--- src/rtl/btn_event_decoder.sv ---
// btn_event_decoder: turns debounced button levels into press, short,
// long, auto-repeat and release pulses, plus a per-channel held level.
//
// Ports:
//   iClk           - single clock, rising edge
//   iRstn          - asynchronous active-low reset (released synchronously)
//   iBtnDebounced  - debounced, synchronous, active-high button levels
//   oPressPulse    - 1-cycle pulse when a channel is pressed
//   oShortPulse    - 1-cycle pulse on release before the long threshold
//   oLongPulse     - 1-cycle pulse when the long threshold is reached
//   oRepeatPulse   - 1-cycle pulse per repeat interval while long-held
//   oReleasePulse  - 1-cycle pulse on any release
//   oHeld          - high while the channel is PRESSED or LONG

module btn_event_decoder #(
    parameter int P_NUM_BTN   = 5,
    parameter int P_CLK_HZ    = 100000000,
    parameter int P_LONG_MS   = 1000,
    parameter int P_REPEAT_MS = 200,
    parameter int P_REPEAT_EN = 1
) (
    input  logic                 iClk,
    input  logic                 iRstn,
    input  logic [P_NUM_BTN-1:0] iBtnDebounced,
    output logic [P_NUM_BTN-1:0] oPressPulse,
    output logic [P_NUM_BTN-1:0] oShortPulse,
    output logic [P_NUM_BTN-1:0] oLongPulse,
    output logic [P_NUM_BTN-1:0] oRepeatPulse,
    output logic [P_NUM_BTN-1:0] oReleasePulse,
    output logic [P_NUM_BTN-1:0] oHeld
);

    localparam int PRESC_N = P_CLK_HZ / 1000;
    localparam int PRESC_W = (PRESC_N > 1) ? $clog2(PRESC_N) : 1;
    localparam int HOLD_W  = $clog2(P_LONG_MS + 1);
    localparam int REP_W   = $clog2(P_REPEAT_MS + 1);

    localparam logic [PRESC_W-1:0] PRESC_MAX = PRESC_W'(PRESC_N - 1);
    localparam logic [HOLD_W-1:0]  HOLD_MAX  = HOLD_W'(P_LONG_MS);
    localparam logic [REP_W-1:0]   REP_MAX   = REP_W'(P_REPEAT_MS);

    typedef enum logic [1:0] {
        ST_IDLE    = 2'd0,
        ST_PRESSED = 2'd1,
        ST_LONG    = 2'd2
    } state_e;

    // Shared millisecond prescaler
    logic [PRESC_W-1:0] presc_q;
    logic [PRESC_W-1:0] presc_d;
    logic               tick;

    always_comb begin
        tick    = (presc_q == PRESC_MAX);
        presc_d = tick ? '0 : presc_q + PRESC_W'(1);
    end

    // Per-channel state
    logic [P_NUM_BTN-1:0] prev_q;
    logic [P_NUM_BTN-1:0] prev_d;
    state_e               state_q [P_NUM_BTN];
    state_e               state_d [P_NUM_BTN];
    logic [HOLD_W-1:0]    hold_q  [P_NUM_BTN];
    logic [HOLD_W-1:0]    hold_d  [P_NUM_BTN];
    logic [REP_W-1:0]     rep_q   [P_NUM_BTN];
    logic [REP_W-1:0]     rep_d   [P_NUM_BTN];

    logic [P_NUM_BTN-1:0] press_q;
    logic [P_NUM_BTN-1:0] press_d;
    logic [P_NUM_BTN-1:0] short_q;
    logic [P_NUM_BTN-1:0] short_d;
    logic [P_NUM_BTN-1:0] long_q;
    logic [P_NUM_BTN-1:0] long_d;
    logic [P_NUM_BTN-1:0] repeat_q;
    logic [P_NUM_BTN-1:0] repeat_d;
    logic [P_NUM_BTN-1:0] release_q;
    logic [P_NUM_BTN-1:0] release_d;
    logic [P_NUM_BTN-1:0] held_q;
    logic [P_NUM_BTN-1:0] held_d;

    logic [P_NUM_BTN-1:0] rise;
    logic [P_NUM_BTN-1:0] fall;

    assign rise = ~prev_q & iBtnDebounced;
    assign fall = prev_q & ~iBtnDebounced;

    always_comb begin
        prev_d    = iBtnDebounced;
        press_d   = '0;
        short_d   = '0;
        long_d    = '0;
        repeat_d  = '0;
        release_d = '0;
        held_d    = '0;
        for (int i = 0; i < P_NUM_BTN; i++) begin
            state_d[i] = state_q[i];
            hold_d[i]  = hold_q[i];
            rep_d[i]   = rep_q[i];

            unique case (state_q[i])
                ST_IDLE: begin
                    // A fall here (button held through reset) is ignored
                    if (rise[i]) begin
                        state_d[i] = ST_PRESSED;
                        hold_d[i]  = '0;
                        press_d[i] = 1'b1;
                    end
                end
                ST_PRESSED: begin
                    // Release wins over a coincident tick
                    if (fall[i]) begin
                        state_d[i]   = ST_IDLE;
                        short_d[i]   = 1'b1;
                        release_d[i] = 1'b1;
                    end else if (tick) begin
                        if (hold_q[i] >= HOLD_MAX - HOLD_W'(1)) begin
                            hold_d[i]  = HOLD_MAX;
                            state_d[i] = ST_LONG;
                            rep_d[i]   = '0;
                            long_d[i]  = 1'b1;
                        end else begin
                            hold_d[i] = hold_q[i] + HOLD_W'(1);
                        end
                    end
                end
                ST_LONG: begin
                    if (fall[i]) begin
                        state_d[i]   = ST_IDLE;
                        release_d[i] = 1'b1;
                    end else if (tick && (P_REPEAT_EN != 0)) begin
                        if (rep_q[i] >= REP_MAX - REP_W'(1)) begin
                            rep_d[i]    = '0;
                            repeat_d[i] = 1'b1;
                        end else begin
                            rep_d[i] = rep_q[i] + REP_W'(1);
                        end
                    end
                end
                default: begin
                    state_d[i] = ST_IDLE;
                end
            endcase

            held_d[i] = (state_d[i] != ST_IDLE);
        end
    end

    always_ff @(posedge iClk or negedge iRstn) begin
        if (!iRstn) begin
            presc_q   <= '0;
            // All-ones so a button held through reset is not a press
            prev_q    <= '1;
            press_q   <= '0;
            short_q   <= '0;
            long_q    <= '0;
            repeat_q  <= '0;
            release_q <= '0;
            held_q    <= '0;
            for (int i = 0; i < P_NUM_BTN; i++) begin
                state_q[i] <= ST_IDLE;
                hold_q[i]  <= '0;
                rep_q[i]   <= '0;
            end
        end else begin
            presc_q   <= presc_d;
            prev_q    <= prev_d;
            press_q   <= press_d;
            short_q   <= short_d;
            long_q    <= long_d;
            repeat_q  <= repeat_d;
            release_q <= release_d;
            held_q    <= held_d;
            for (int i = 0; i < P_NUM_BTN; i++) begin
                state_q[i] <= state_d[i];
                hold_q[i]  <= hold_d[i];
                rep_q[i]   <= rep_d[i];
            end
        end
    end

    assign oPressPulse   = press_q;
    assign oShortPulse   = short_q;
    assign oLongPulse    = long_q;
    assign oRepeatPulse  = repeat_q;
    assign oReleasePulse = release_q;
    assign oHeld         = held_q;

endmodule

--- config.mk ---
export PLATFORM = sky130hd
export DESIGN_NAME = btn_event_decoder
export DESIGN_NICKNAME = d
export VERILOG_FILES = /design/src/rtl/btn_event_decoder.sv
export SDC_FILE = /design/constraint.sdc
export NUM_CORES = 1
export LEC_CHECK = 0
export ABC_CLOCK_PERIOD_IN_PS = 3000
export BUFFER_PORTS_ARGS = -buffer_cell sky130_fd_sc_hd__buf_4
export CELL_PAD_IN_SITES_DETAIL_PLACEMENT = 1
export CELL_PAD_IN_SITES_GLOBAL_PLACEMENT = 1
export CORE_MARGIN = 8
export CORE_UTILIZATION = 35
export DETAILED_ROUTE_END_ITERATION = 6
export PLACE_DENSITY_LB_ADDON = 0.1
export SLEW_MARGIN = 20
export SYNTH_ARGS = -nofsm -noshare
export SYNTH_HDL_FRONTEND = slang
export SYNTH_SLANG_ARGS = --single-unit
--- constraint.sdc ---
create_clock -name iClk -period 3 [get_ports iClk]
set_clock_uncertainty 0.15 [all_clocks]
set_input_delay 0.6 -clock iClk [delete_from_list [all_inputs] [get_ports iClk]]
set_output_delay 0.6 -clock iClk [all_outputs]
set_load 0.02 [all_outputs]
# --- Yosys cells after proc, flatten, opt, wreduce, memory -nomap -nowiden ---
# Index checks and enable logic that the tools add are counted.
word_totals:
  register_bits: 152
  word_cells: 280
  in_bits: 7
  output_inout_bits: 30
classes:
  addsub: 11
  bitwise_logic: 4
  order_cmp: 10
  reduce_logical: 35
  n_eq_ne: 41
  muxes: 156
op_table:
  columns: ["op", "n"]
  rows:
  - ["$mux 8", 30]
  - ["$mux 10", 20]
  - ["$pmux 10 s2", 5]
  - ["$pmux 8 s2", 5]
  - ["$mux 1", 65]
  - ["$ne 2x2->1 const B", 30]
  - ["$add 10x1->10 const B", 5]
  - ["$ge 10x10->1 const B", 5]
  - ["$mux 2", 25]
  - ["$add 8x1->8 const B", 5]
  - ["$ge 8x8->1 const B", 5]
  - ["$pmux 2 s3", 5]
  - ["$reduce_and 6->1", 5]
  - ["$reduce_bool 2->1", 15]
  - ["$reduce_and 4->1", 5]
  - ["$add 17x1->17 const B", 1]
  - ["$eq 17x17->1 const B", 1]
  - ["$mux 17", 1]
  - ["$and 5x5->5", 2]
  - ["$eq 2x1->1 const B", 5]
  - ["$eq 2x2->1 const B", 5]
  - ["$logic_not 2->1", 5]
  - ["$not 5->5", 2]
  - ["$reduce_or 2->1", 5]

# --- Longest topological paths before layout ---
depth:
  depth_word: 6
  ltp_mapped: 9

# --- Least setup slack after synthesis ---
# OpenSTA, ideal clock, no wires.
synth_timing:
  path_kind: "reg-to-reg"
  start: "register presc_q[0]"
  end: "register rep_q[38] in the netlist's numbering"
  path_stages_with_launch: 9
  arrival_time_ns: 2.020
  setup_slack_ns: 0.735
  required_time_ns: 2.755
  setup_time_ns: 0.095
  path_buffers: 2
  cell_sequence: "dfrtp_1 -> ha_1 -> and4_1 -> nand4_2 -> or3_1 -> buf_2 -> or2_0 -> buf_2 -> o31ai_1"
synth_via:
  elab_chain_len: 3
  elab_cells_between_ends: 4
  cone_classes: "eq/ne: 3; reduce/logical: 1"
synth_rtl:
  columns: ["item", "line", "text"]
  rows:
  - ["start: declaration", "49", "logic [PRESC_W-1:0] presc_q;"]
  - ["start signal: assignment", "165", "presc_q <= presc_d;"]
  - ["$eq 17x17->1 (*)", "54", "tick = (presc_q == PRESC_MAX);"]
  - ["$ne 2x2->1 (no line)", null, null]
  - ["$reduce_and 6->1 (no line) (*)", null, null]
  - ["end signal: indexed assignment", "176", "rep_q[i] <= rep_d[i];"]
  - ["end: declaration", "65", "logic [REP_W-1:0] rep_q [P_NUM_BTN];"]
# Mark *: on every way between the ends. The rest lies on a longest branch, timed or not.
# A chain may end at the register's enable or synchronous reset.

# --- Worst setup path after layout ---
layout_timing:
  start: "register presc_q[0]"
  end: "register hold_q[34] in the netlist's numbering"
layout_via:
  elab_chain_len: 3
layout_rtl:
  columns: ["item", "line", "text"]
  rows:
  - ["$eq 17x17->1", "54", null]
  - ["$ne 2x2->1 (no line)", null, null]
  - ["$reduce_and 4->1 (no line)", null, null]
  - ["end signal: indexed assignment", "175", "hold_q[i] <= hold_d[i];"]
  - ["end: declaration", "63", "logic [HOLD_W-1:0] hold_q [P_NUM_BTN];"]
# No other way between the ends.

==> results.json <==
{
  "finalInstanceArea_um2": 9210,
  "ys_ff_latch": 152,
  "final_antenna_net_count": 0,
  "ir_drop_uv": 373,
  "syn2layout_area_growth_pct": 16.6,
  "period_minus_slack_ps": 2720,
  "final-hold-violation-count": 0,
  "drive_above_1_share_pct": 12.2,
  "crit_type": "reg -> reg",
  "end_kind": "flip-flop",
  "dp_cells": 1159,
  "crit_fanout": 16,
  "cts_buffers": 17,
  "avgSynthCellArea_um2": 9.35,
  "path_clk_slew_ps": 70,
  "die_x_um": 166,
  "h-tree-depth": 4,
  "cts_tree": "yes",
  "drc": 0,
  "core_um2": 22400,
  "cts.sinks": 152,
  "portBuffers": 36,
  "ioPinCount": 37,
  "grt_pass1_vias": 6793,
  "status": "finished clean",
  "hold_path.class": "in -> reg",
  "synth_cells": 845,
  "leakagePower_uw": 0.00410,
  "grt_max_degree": 53,
  "synth_top_family_by_area": "simple AND/OR/NAND/NOR gates",
  "layoutNonFillerInstCount": 1192,
  "synth_area_um2": 7900,
  "synth_top_area_share_pct": 46.6,
  "tightest_slew_ps": 916,
  "num_rows": 55,
  "drv_cap": 0,
  "clk_path_buf_depth": 2,
  "grt.total_usage_pct": 14.8,
  "yosysSeqAreaShare_pct": 48.2,
  "cp-start-kind": "flip-flop",
  "vias": 6546,
  "power_uw": 5680,
  "synthSimpleGateAreaFrac_pct": 23.1,
  "viasPerCell": 5.49,
  "crit_required_ps": 3180,
  "finalWirelength_um": 20100,
  "hold_buffers": 1,
  "postPlaceCellArea_um2": 8580,
  "grt_first_pass_wirelength_um": 34100,
  "synthMuxAreaShare_pct": 0.396,
  "antenna_found_initial": 0,
  "drt_iter0_drc": 286,
  "synth-warning-count": 0,
  "fmax_mhz": 368,
  "fin_crit_sh_pct": 90.6,
  "initial_core_util_pct": 35.3,
  "finalMaxSlewViolations": 0,
  "syn_nets": 883,
  "synthTopCellsByArea": "dfrtp_1 (47%), o21ai_0 (6.0%), ha_1 (4.9%)",
  "arrival_ps": 2900,
  "dieHeight_um": 166,
  "synthAdderAreaFrac_pct": 5.54,
  "postCtsResizedCells": 0,
  "n_antenna_cell": 0,
  "ys_async_sr_fraction_pct": 100,
  "setup_violations": 0,
  "synth_xor_area_share_pct": 1.44,
  "routed_wire_length_per_instance_um": 16.9,
  "final_nets": 932,
  "setup_tns_ps": 0,
  "dp_slack_ps": 275,
  "rsz0062_at_grt": "false",
  "power_density_nw_per_um2": 617,
  "post-dp-hpwl_um": 14500,
  "synth.distinct_cells": 61,
  "synth_edf_count": 0,
  "gp_congestion": 0.775,
  "dieArea_um2": 27600,
  "setup_slack_ps": 283,
  "cts_root_buf": "clkbuf_16",
  "clock_latency_ps": 430,
  "post-cts-setup-buffer-count": 0,
  "ys_top_cells_by_count": "dfrtp_1 (147), o21ai_0 (94), nand2_1 (65), nand3_1 (64), nor2_1 (54)",
  "drt-pass1-iter-count": 4,
  "synth_compound_area_share_pct": 17.7,
  "synthFlopType": "dfrtp_1",
  "synth_top_area_cell": "dfrtp_1",
  "gr-total-overflow": 0,
  "relSlewSlack_pct": 38.6,
  "synth_most_common_cell": "dfrtp_1"
}
-- where the power goes --
part	internal (uW)	switching, uW	total (uW)
Combinational	425	683	1110
Clock	1360	893	2260
Sequential	2190	123	2320
Total	3980	1700	5680
-- kinds of logic after synthesis --
logic type      count (synthesis)
simple gates                  342
compound gates                227
flops                         152
buf+inv                        72
fa+ha+maj                      36
xor+xnor                       13
mux                             3
-- routing by layer --
| metal | global-route usage [%] | part of all wire, % |
|---|---|---|
| met5 | 0 | 0 |
| met4 | 3.92 | 0.97 |
| met3 | 3.52 | 3.0 |
| met2 | 24.9 | 48 |
| met1 | 18.6 | 48 |
-- layout make-up --
type                       instances  area, um^2
clock buffer                      19         453
clock inverter                    13         166
fill                            2546       13200
inverter                          45         169
multi-input combinational        621        3810
sequential                       152        3810
tap                              285         357
timing repair buffer              57         447
-- worst paths after layout --
path | to | slack [ps] | cells after the start | from
min in group asynchronous | rep_q[3]$_DFFE_PN0P_ | 550 | 2 | iRstn
min reg2reg | presc_q[0]$_DFF_PN0_ | 340 | 1 | presc_q[0]$_DFF_PN0_
max | hold_q[34]$_DFFE_PN0P_ | 280 | 7 | presc_q[0]$_DFF_PN0_
min | prev_q[1]$_DFF_PN1_ | 160 | 1 | iBtnDebounced[1]
max reg2reg | hold_q[34]$_DFFE_PN0P_ | 280 | 7 | presc_q[0]$_DFF_PN0_
max in group asynchronous | prev_q[1]$_DFF_PN1_ | 1430 | 3 | iRstn
-- critical path, stage by stage, from the launching register on --
cell and delay (ps):
dfrtp_1 380, ha_1 230, and4_1 310, and4_1 570, buf_4 230, a31o_2 360
nand3_1 170, o31ai_1 220
-- cell usage in the layout, fill, tap and decap left out, types with 12 or more instances in the layout --
master and instances:
dfrtp_1 147, o21ai_0 94, nand2_1 65, nand3_1 64
nor2_1 54, buf_4 54, inv_1 45, a21oi_1 41
ha_1 31, and3_1 28, nor3_1 23, nand2b_1 21
o31ai_1 21, clkbuf_16 17, nor2b_1 15, nand4_1 15
and4_1 12
-- registers in the layout, summed over array words and instances (netlist names), 10 cells and up --
name     cells
state_q     10
presc_q     17
hold_q      50
rep_q       40
-- stage by stage --
stage	hold WS (ps)	util, %
floorplan	154	-
global placement	319	38.4
detailed placement	330	38.4
CTS	146	41.2
global route	146	41.2
finish	165	41.2
No activity file was read; power rests on OpenSTA's default activity.
